<file path="config.mk">
export PLATFORM = sky130hd
export DESIGN_NAME = seg_scan_arbiter_flat
export DESIGN_NICKNAME = d
export VERILOG_FILES = /design/src/rtl/seg_scan_arbiter_pkg.sv /design/src/rtl/seg_scan_arbiter_if.sv /design/src/rtl/seg_scan_arbiter_hex7seg.sv /design/src/rtl/seg_scan_arbiter.sv /design/src/flat_wrapper.sv
export SDC_FILE = /design/constraint.sdc
export NUM_CORES = 1
export LEC_CHECK = 0
export ABC_AREA = 1
export CORE_MARGIN = 3
export CORE_UTILIZATION = 50
export DETAILED_ROUTE_END_ITERATION = 7
export PLACE_DENSITY = 0.74
export SYNTH_ARGS = -nofsm -noshare
export SYNTH_HDL_FRONTEND = slang
export SYNTH_SLANG_ARGS = --single-unit
</file>
<file path="constraint.sdc">
create_clock -name clk -period 3.2 [get_ports clk]
set_input_delay 0.96 -clock clk [delete_from_list [all_inputs] [get_ports clk]]
set_output_delay 0.96 -clock clk [all_outputs]
set_load 0.02 [all_outputs]
</file>
<file path="src/rtl/seg_scan_arbiter_pkg.sv">
// Shared types and constants for the seven-segment scan controller.
// The segment table is also consumed by the existing display module.
package seg_pkg;

  typedef enum logic [0:0] {SHOW, BLANK} scan_state_t;

  typedef logic [3:0] digit_t;

  localparam logic [3:0] GROUNDS_RESET = 4'b1110;

  // Segments a..g, bit 6 = a, active-high; indexed by hex value
  localparam logic [6:0] SEG_LUT [16] = '{
    7'b1111110, 7'b0110000, 7'b1101101, 7'b1111001,
    7'b0110011, 7'b1011011, 7'b1011111, 7'b1110000,
    7'b1111111, 7'b1111011, 7'b1110111, 7'b0011111,
    7'b1001110, 7'b0111101, 7'b1001111, 7'b1000111
  };

  function automatic logic [6:0] seg_decode(input digit_t hex);
    return SEG_LUT[hex];
  endfunction

endpackage

</file>
<file path="src/rtl/seg_scan_arbiter_if.sv">
// Write-request bundle for the two requesters sharing the digit buffer.
// master = requester side, slave = controller side.
interface seg_scan_arbiter_if;
  import seg_pkg::*;

  logic       req0_valid;
  logic [1:0] req0_digit;
  digit_t     req0_data;
  logic       req0_ready;

  logic       req1_valid;
  logic [1:0] req1_digit;
  digit_t     req1_data;
  logic       req1_ready;

  modport master (
    output req0_valid, req0_digit, req0_data,
    output req1_valid, req1_digit, req1_data,
    input  req0_ready, req1_ready
  );

  modport slave (
    input  req0_valid, req0_digit, req0_data,
    input  req1_valid, req1_digit, req1_data,
    output req0_ready, req1_ready
  );

endinterface

</file>
<file path="src/rtl/seg_scan_arbiter_hex7seg.sv">
// Combinational hex to seven-segment decoder (bit 6 = segment a).
module hex7seg
  import seg_pkg::*;
(
  input  digit_t     i_hex,
  output logic [6:0] o_seg
);

  assign o_seg = seg_decode(i_hex);

endmodule

</file>
<file path="src/rtl/seg_scan_arbiter.sv">
// 4-digit display controller: round-robin write arbiter, digit buffer and scan FSM.
// Define SEG_BLANK_EN to insert BLANK_CYCLES of all-off between digits.
module seg_scan_arbiter
  import seg_pkg::*;
#(
  parameter int unsigned PRESC_W      = 26,
  parameter int unsigned RATE0_BIT    = 15,
  parameter int unsigned RATE1_BIT    = 19,
  parameter int unsigned RATE2_BIT    = 25,
  parameter int unsigned BLANK_CYCLES = 64
) (
  input  logic                clk,
  input  logic                rst,
  input  logic [1:0]          rate_sel,
  seg_scan_arbiter_if.slave   req,
  output logic [3:0]          grounds,
  output logic [6:0]          display,
  output logic                dp
);

  if (RATE0_BIT >= PRESC_W || RATE1_BIT >= PRESC_W || RATE2_BIT >= PRESC_W) begin : g_bad_rate
    $error("RATEn_BIT must be below PRESC_W");
  end
  if (BLANK_CYCLES < 1) begin : g_bad_blank
    $error("BLANK_CYCLES must be at least 1");
  end

  // Prescaler and tick detection
  logic [PRESC_W-1:0] r_presc;
  logic               r_sel_bit;
  logic               w_sel_bit;
  logic               w_tick;

  always_comb begin
    case (rate_sel)
      2'd1:    w_sel_bit = r_presc[RATE1_BIT];
      2'd2:    w_sel_bit = r_presc[RATE2_BIT];
      default: w_sel_bit = r_presc[RATE0_BIT];
    endcase
  end

  // Comparing against the copy of whichever bit was selected last cycle allows
  // at most one spurious tick when rate_sel changes.
  assign w_tick = w_sel_bit & ~r_sel_bit;

  always_ff @(posedge clk or posedge rst) begin
    if (rst) begin
      r_presc   <= '0;
      r_sel_bit <= 1'b0;
    end else begin
      r_presc   <= r_presc + PRESC_W'(1);
      r_sel_bit <= w_sel_bit;
    end
  end

  // Round-robin arbiter: r_last is the requester granted most recently
  logic r_last;
  logic w_grant0;
  logic w_grant1;

  assign w_grant0       = req.req0_valid & (~req.req1_valid | r_last);
  assign w_grant1       = req.req1_valid & (~req.req0_valid | ~r_last);
  assign req.req0_ready = w_grant0;
  assign req.req1_ready = w_grant1;

  digit_t r_buf [4];

  always_ff @(posedge clk or posedge rst) begin
    if (rst) begin
      r_last <= 1'b1;
      for (int i = 0; i < 4; i++) begin
        r_buf[i] <= '0;
      end
    end else if (w_grant0) begin
      r_last                 <= 1'b0;
      r_buf[req.req0_digit]  <= req.req0_data;
    end else if (w_grant1) begin
      r_last                 <= 1'b1;
      r_buf[req.req1_digit]  <= req.req1_data;
    end
  end

  // Scan FSM
  scan_state_t r_state;
  scan_state_t w_state_nxt;
  logic [1:0]  r_idx;
  logic [1:0]  w_idx_nxt;

`ifdef SEG_BLANK_EN
  localparam int unsigned BLANK_W = (BLANK_CYCLES > 1) ? $clog2(BLANK_CYCLES) : 1;
  logic [BLANK_W-1:0] r_blank_cnt;
  logic [BLANK_W-1:0] w_blank_cnt_nxt;

  always_ff @(posedge clk or posedge rst) begin
    if (rst) begin
      r_blank_cnt <= '0;
    end else begin
      r_blank_cnt <= w_blank_cnt_nxt;
    end
  end
`endif

  always_ff @(posedge clk or posedge rst) begin
    if (rst) begin
      r_state <= SHOW;
      r_idx   <= 2'd0;
    end else begin
      r_state <= w_state_nxt;
      r_idx   <= w_idx_nxt;
    end
  end

  always_comb begin
    w_state_nxt = r_state;
    w_idx_nxt   = r_idx;
`ifdef SEG_BLANK_EN
    w_blank_cnt_nxt = r_blank_cnt;
`endif
    grounds = ~(4'b0001 << r_idx);
    case (r_state)
      SHOW: begin
        if (w_tick) begin
`ifdef SEG_BLANK_EN
          w_state_nxt     = BLANK;
          w_blank_cnt_nxt = BLANK_W'(BLANK_CYCLES - 1);
`else
          w_idx_nxt = r_idx + 2'd1;
`endif
        end
      end
`ifdef SEG_BLANK_EN
      BLANK: begin
        grounds = 4'b1111;
        if (r_blank_cnt == '0) begin
          w_idx_nxt   = r_idx + 2'd1;
          w_state_nxt = SHOW;
        end else begin
          w_blank_cnt_nxt = r_blank_cnt - BLANK_W'(1);
        end
      end
`endif
      default: w_state_nxt = SHOW;
    endcase
  end

  hex7seg u_hex7seg (
    .i_hex (r_buf[r_idx]),
    .o_seg (display)
  );

  assign dp = 1'b0;

endmodule

</file>
<file path="src/flat_wrapper.sv">
// flat-port wrapper written by rule: the top's interface ports become plain ports
module seg_scan_arbiter_flat import seg_pkg::*;
#(
  parameter int unsigned PRESC_W      = 26,
  parameter int unsigned RATE0_BIT    = 15,
  parameter int unsigned RATE1_BIT    = 19,
  parameter int unsigned RATE2_BIT    = 25,
  parameter int unsigned BLANK_CYCLES = 64
)
  (clk, rst, rate_sel, grounds, display, dp, req_req0_valid, req_req0_digit, req_req0_data, req_req1_valid, req_req1_digit, req_req1_data, req_req0_ready, req_req1_ready);
  seg_scan_arbiter_if req_i ();
  input  logic clk;
  input  logic rst;
  input  logic [1:0] rate_sel;
  output logic [3:0] grounds;
  output logic [6:0] display;
  output logic dp;
  input wire logic [$bits(req_i.req0_valid)-1:0] req_req0_valid;
  input wire logic [$bits(req_i.req0_digit)-1:0] req_req0_digit;
  input wire logic [$bits(req_i.req0_data)-1:0] req_req0_data;
  input wire logic [$bits(req_i.req1_valid)-1:0] req_req1_valid;
  input wire logic [$bits(req_i.req1_digit)-1:0] req_req1_digit;
  input wire logic [$bits(req_i.req1_data)-1:0] req_req1_data;
  output wire logic [$bits(req_i.req0_ready)-1:0] req_req0_ready;
  output wire logic [$bits(req_i.req1_ready)-1:0] req_req1_ready;
  assign req_i.req0_valid = req_req0_valid;
  assign req_i.req0_digit = req_req0_digit;
  assign req_i.req0_data = req_req0_data;
  assign req_i.req1_valid = req_req1_valid;
  assign req_i.req1_digit = req_req1_digit;
  assign req_i.req1_data = req_req1_data;
  assign req_req0_ready = req_i.req0_ready;
  assign req_req1_ready = req_i.req1_ready;
  seg_scan_arbiter #(.PRESC_W(PRESC_W), .RATE0_BIT(RATE0_BIT), .RATE1_BIT(RATE1_BIT), .RATE2_BIT(RATE2_BIT), .BLANK_CYCLES(BLANK_CYCLES)) u_core (.clk(clk), .rst(rst), .rate_sel(rate_sel), .req(req_i), .grounds(grounds), .display(display), .dp(dp));
endmodule
</file>
==> results.py <==
metrics = {
    "power": {
        "ir_worst_vdd_uv": 624,
        "swShare": 0.442,
        "p_switching_w": 0.00100,
        "sequentialPowerShare": 0.299,
        "power.total_w": 0.00227,
        "p_clk_frac": 0.152,
        "combinationalPowerShare": 0.549,
        "power.internal_w": 0.00127,
        "p_leak_nw": 1.81,
        "power_density_nw_per_um2": 630,
    },
    "die": {
        "die_w_um": 84.6,
        "floorplan.rows": 28,
        "start_util": 0.519,
        "ios": 32,
        "die_area_um2": 7160,
        "die_y_um": 84.6,
        "coreArea_um2": 5960,
    },
    "job": {
        "drv_cap": 0,
    },
    "clocking": {
        "cts.sinks": 46,
        "cts_buffer_depth": 2,
        "clock_latency_ns": 0.30,
        "tritoncts": "yes",
        "cts_max_level": 2,
        "cts.clk_slew.worst_paths_ns": 0.09,
        "numCtsBuffers": 5,
        "hold_buffers": 0,
        "cts_root_buf": "clkbuf_8",
    },
    "worst_setup_path": {
        "crit_path_end_kind": "output pin",
        "critPathLaunchType": "flop",
        "crit_family": "buffers and inverters",
        "required_ns": 2.24,
        "crit_chain": "buf_4, nand2_1, nand3_1, nand2_1, inv_1, ha_1, nand3b_1, nand3_1, nand2_1, dlygate4sd2_1",
        "critPathMaxStageDelay_ns": 0.44,
        "critPathMaxFanout": 8,
        "cp_slowest_cell": "dfrtp_2",
        "arrival_ns": 2.09,
        "path_class": "reg2out",
        "cp_num_buf_inv": 3,
        "cp_common_cell": "nand2_1",
    },
    "timing": {
        "fin_skew_ns": 0.00732,
        "timing.final.ws_setup_ns": 0.154,
        "post-route-period-util": 0.952,
        "period_needed_ns": 3.05,
        "hold_ws_ns": 0.495,
        "finalHoldViolations": 0,
        "rsz0062_at_grt": "no",
        "setup_viol": 0,
        "drv_slew": 0,
        "fmax_mhz": 328,
    },
    "place": {
        "dpl_cell_area_um2": 3540,
        "port_buffers": 30,
        "dp.cells": 538,
        "place_ws_ns": -0.0868,
        "dpl.hpwl_um": 5300,
        "globalplace.congestion": 0.982,
    },
    "synthesis": {
        "yosysWarnings": 0,
        "synth_top_family_by_area": "simple AND/OR/NAND/NOR gates",
        "ys_seq_area_frac": 0.373,
        "synth_fa_ha_area_frac": 0.0567,
        "syn_area_um2": 3090,
        "synth_fp_nets": 458,
        "synth-xor-area-share": 0.0510,
        "syn_inst": 426,
        "synth_cell_types": 29,
        "synth_area_leaders": "dfrtp_1 (36%), nand2_1 (18%), nand3_1 (6.3%)",
        "ys_ff_latch": 46,
        "synthArstFlopShare": 1.00,
        "ys.flop_type": "dfrtp_1",
        "synth_simple_gate_area_frac": 0.416,
        "muxShareOfSynthArea": 0,
        "synth_edf_count": 0,
        "avgSynthCellArea_um2": 7.26,
        "synth_compound_area_frac": 0.0304,
        "yosys.area.top_type_share": 0.364,
        "yosys.area.top_type": "dfrtp_1",
    },
    "detailed_routing": {
        "dr_total_vias": 2728,
        "drtIter0Drc": 143,
        "avgViaCountPerCell": 5.00,
        "ant_nets": 0,
        "drt-pass1-iter-count": 5,
        "wl_per_cell_um": 11.8,
        "drc_errors": 0,
        "wirelength_um": 6420,
    },
    "grt": {
        "grt_overflow": 0,
        "antenna_found_initial": 0,
        "grt_pass1_wl_um": 11500,
        "grt.total_usage": 0.194,
        "grt_max_degree": 30,
        "grt_pass1_vias": 2593,
    },
    "finish": {
        "layout.cells.most_common": "nand2_1",
        "synthToLayoutAreaGrowth_pct": 16.7,
        "final_area_um2": 3610,
        "antenna_cells": 0,
        "layout.cells.non_filler": 546,
        "drive_gt1_frac": 0.117,
        "layout_common_cells": "nand2_1 (149), nor2_1 (44), dfrtp_1 (44)",
        "layout.nets": 502,
    },
    "hold_path": {
        "worstHoldPathType": "reg2reg",
    },
    "status": {
        "outcome": "finished, final reports clean",
    },
}
kinds of logic (layout without fill, tap and decap cells):
family / after synthesis / in the layout
xor gates and xnor gates: 18 / 18
and+or+nand+nor: 279 / 279
other: 1 / 1
DFF: 46 / 46
buffers and inverters: 52 / 97
AOI/OAI and AO/OA: 16 / 16
adders and majority gates: 14 / 14
state kept, by name, summed over array words and instances (netlist names):
signal and cells:
u_core.r_idx 2, u_core.r_buf 16, u_core.r_sel_bit 1, u_core.r_last 1
u_core.r_presc 26
path summary, 6_finish.rpt:
check,to,startpoint,depth (start not counted),slack [ns]
worst max-delay path,display[2],u_core.r_idx[0],10,0.15
worst min-delay path,u_core.r_buf[5],u_core.r_buf[5],2,0.49
worst max register to register,u_core.r_buf[5],u_core.r_last,8,1.72
worst min register to register,u_core.r_buf[5],u_core.r_buf[5],2,0.49
max in group asynchronous,u_core.r_idx[0],rst,3,1.75
min in group asynchronous,u_core.r_presc[20],rst,2,0.96
through the flow:
stage / utilization / setup TNS (ns)
2_1_floorplan: - / 0
3_3_place_gp: 0.594 / -0.119
3_5_place_dp: 0.594 / -0.152
4_1_cts: 0.607 / 0
5_1_grt: 0.606 / 0
6_report: 0.606 / 0
tightest hold or removal path, stage by stage, from the launching register on:
cell     delay, ns
dfrtp_1       0.36
nand2_1       0.06
nand2_1       0.05
per-layer routing:
layer / routed length [µm] / share of wire / global-route usage / vias to the layer above
li1: - / - / - / 1418
met1: 3090 / 0.48 / 0.260 / 1241
met2: 3040 / 0.47 / 0.330 / 63
met3: 231 / 0.036 / 0.0285 / 6
met4: 58 / 0.0090 / 0.0475 / 0
met5: 0 / 0 / 0 / -
power groups by stage:
stage	Clock, W	Combinational, W	Sequential, W
floorplan	0	0.000874	0.000678
global placement	0	0.00133	0.000688
detailed placement	0	0.00136	0.000690
CTS	0.000363	0.00127	0.000678
global route	0.000386	0.00141	0.000688
finish	0.000346	0.00125	0.000680
cell type report:
type / instances / area, µm²
Fill cell: 545 / 2350
Inverter: 48 / 183
Clock buffer: 6 / 72.6
Sequential cell: 46 / 1150
Clock inverter: 2 / 13.8
Timing Repair Buffer: 41 / 377
Multi-Input combinational cell: 328 / 1720
Tap cell: 75 / 93.8
synthesized netlist by cell type (2+ instances only):
library cell  number
and2_1             2
nor2_2             7
a21oi_1            3
o21ai_1            6
nor2_4             2
o21ai_0            6
nand2_2            9
nand4_1            5
nand3_4            2
nand4_2            2
nor2_1            44
xor2_1            10
nand3b_1          10
nand3_1           39
nor3_1             4
nand2_1          149
dfrtp_1           45
ha_1              14
buf_6              3
inv_2              4
inv_1             43
nand2_4            3
xnor2_1            8
timing repair:
item | in CTS | in global routing
gates resized for setup | 10 | 6
setup endpoints to repair | 9 | 7
buffers inserted | 0 | 0
Note: power is estimated with default switching activity, not from simulation.
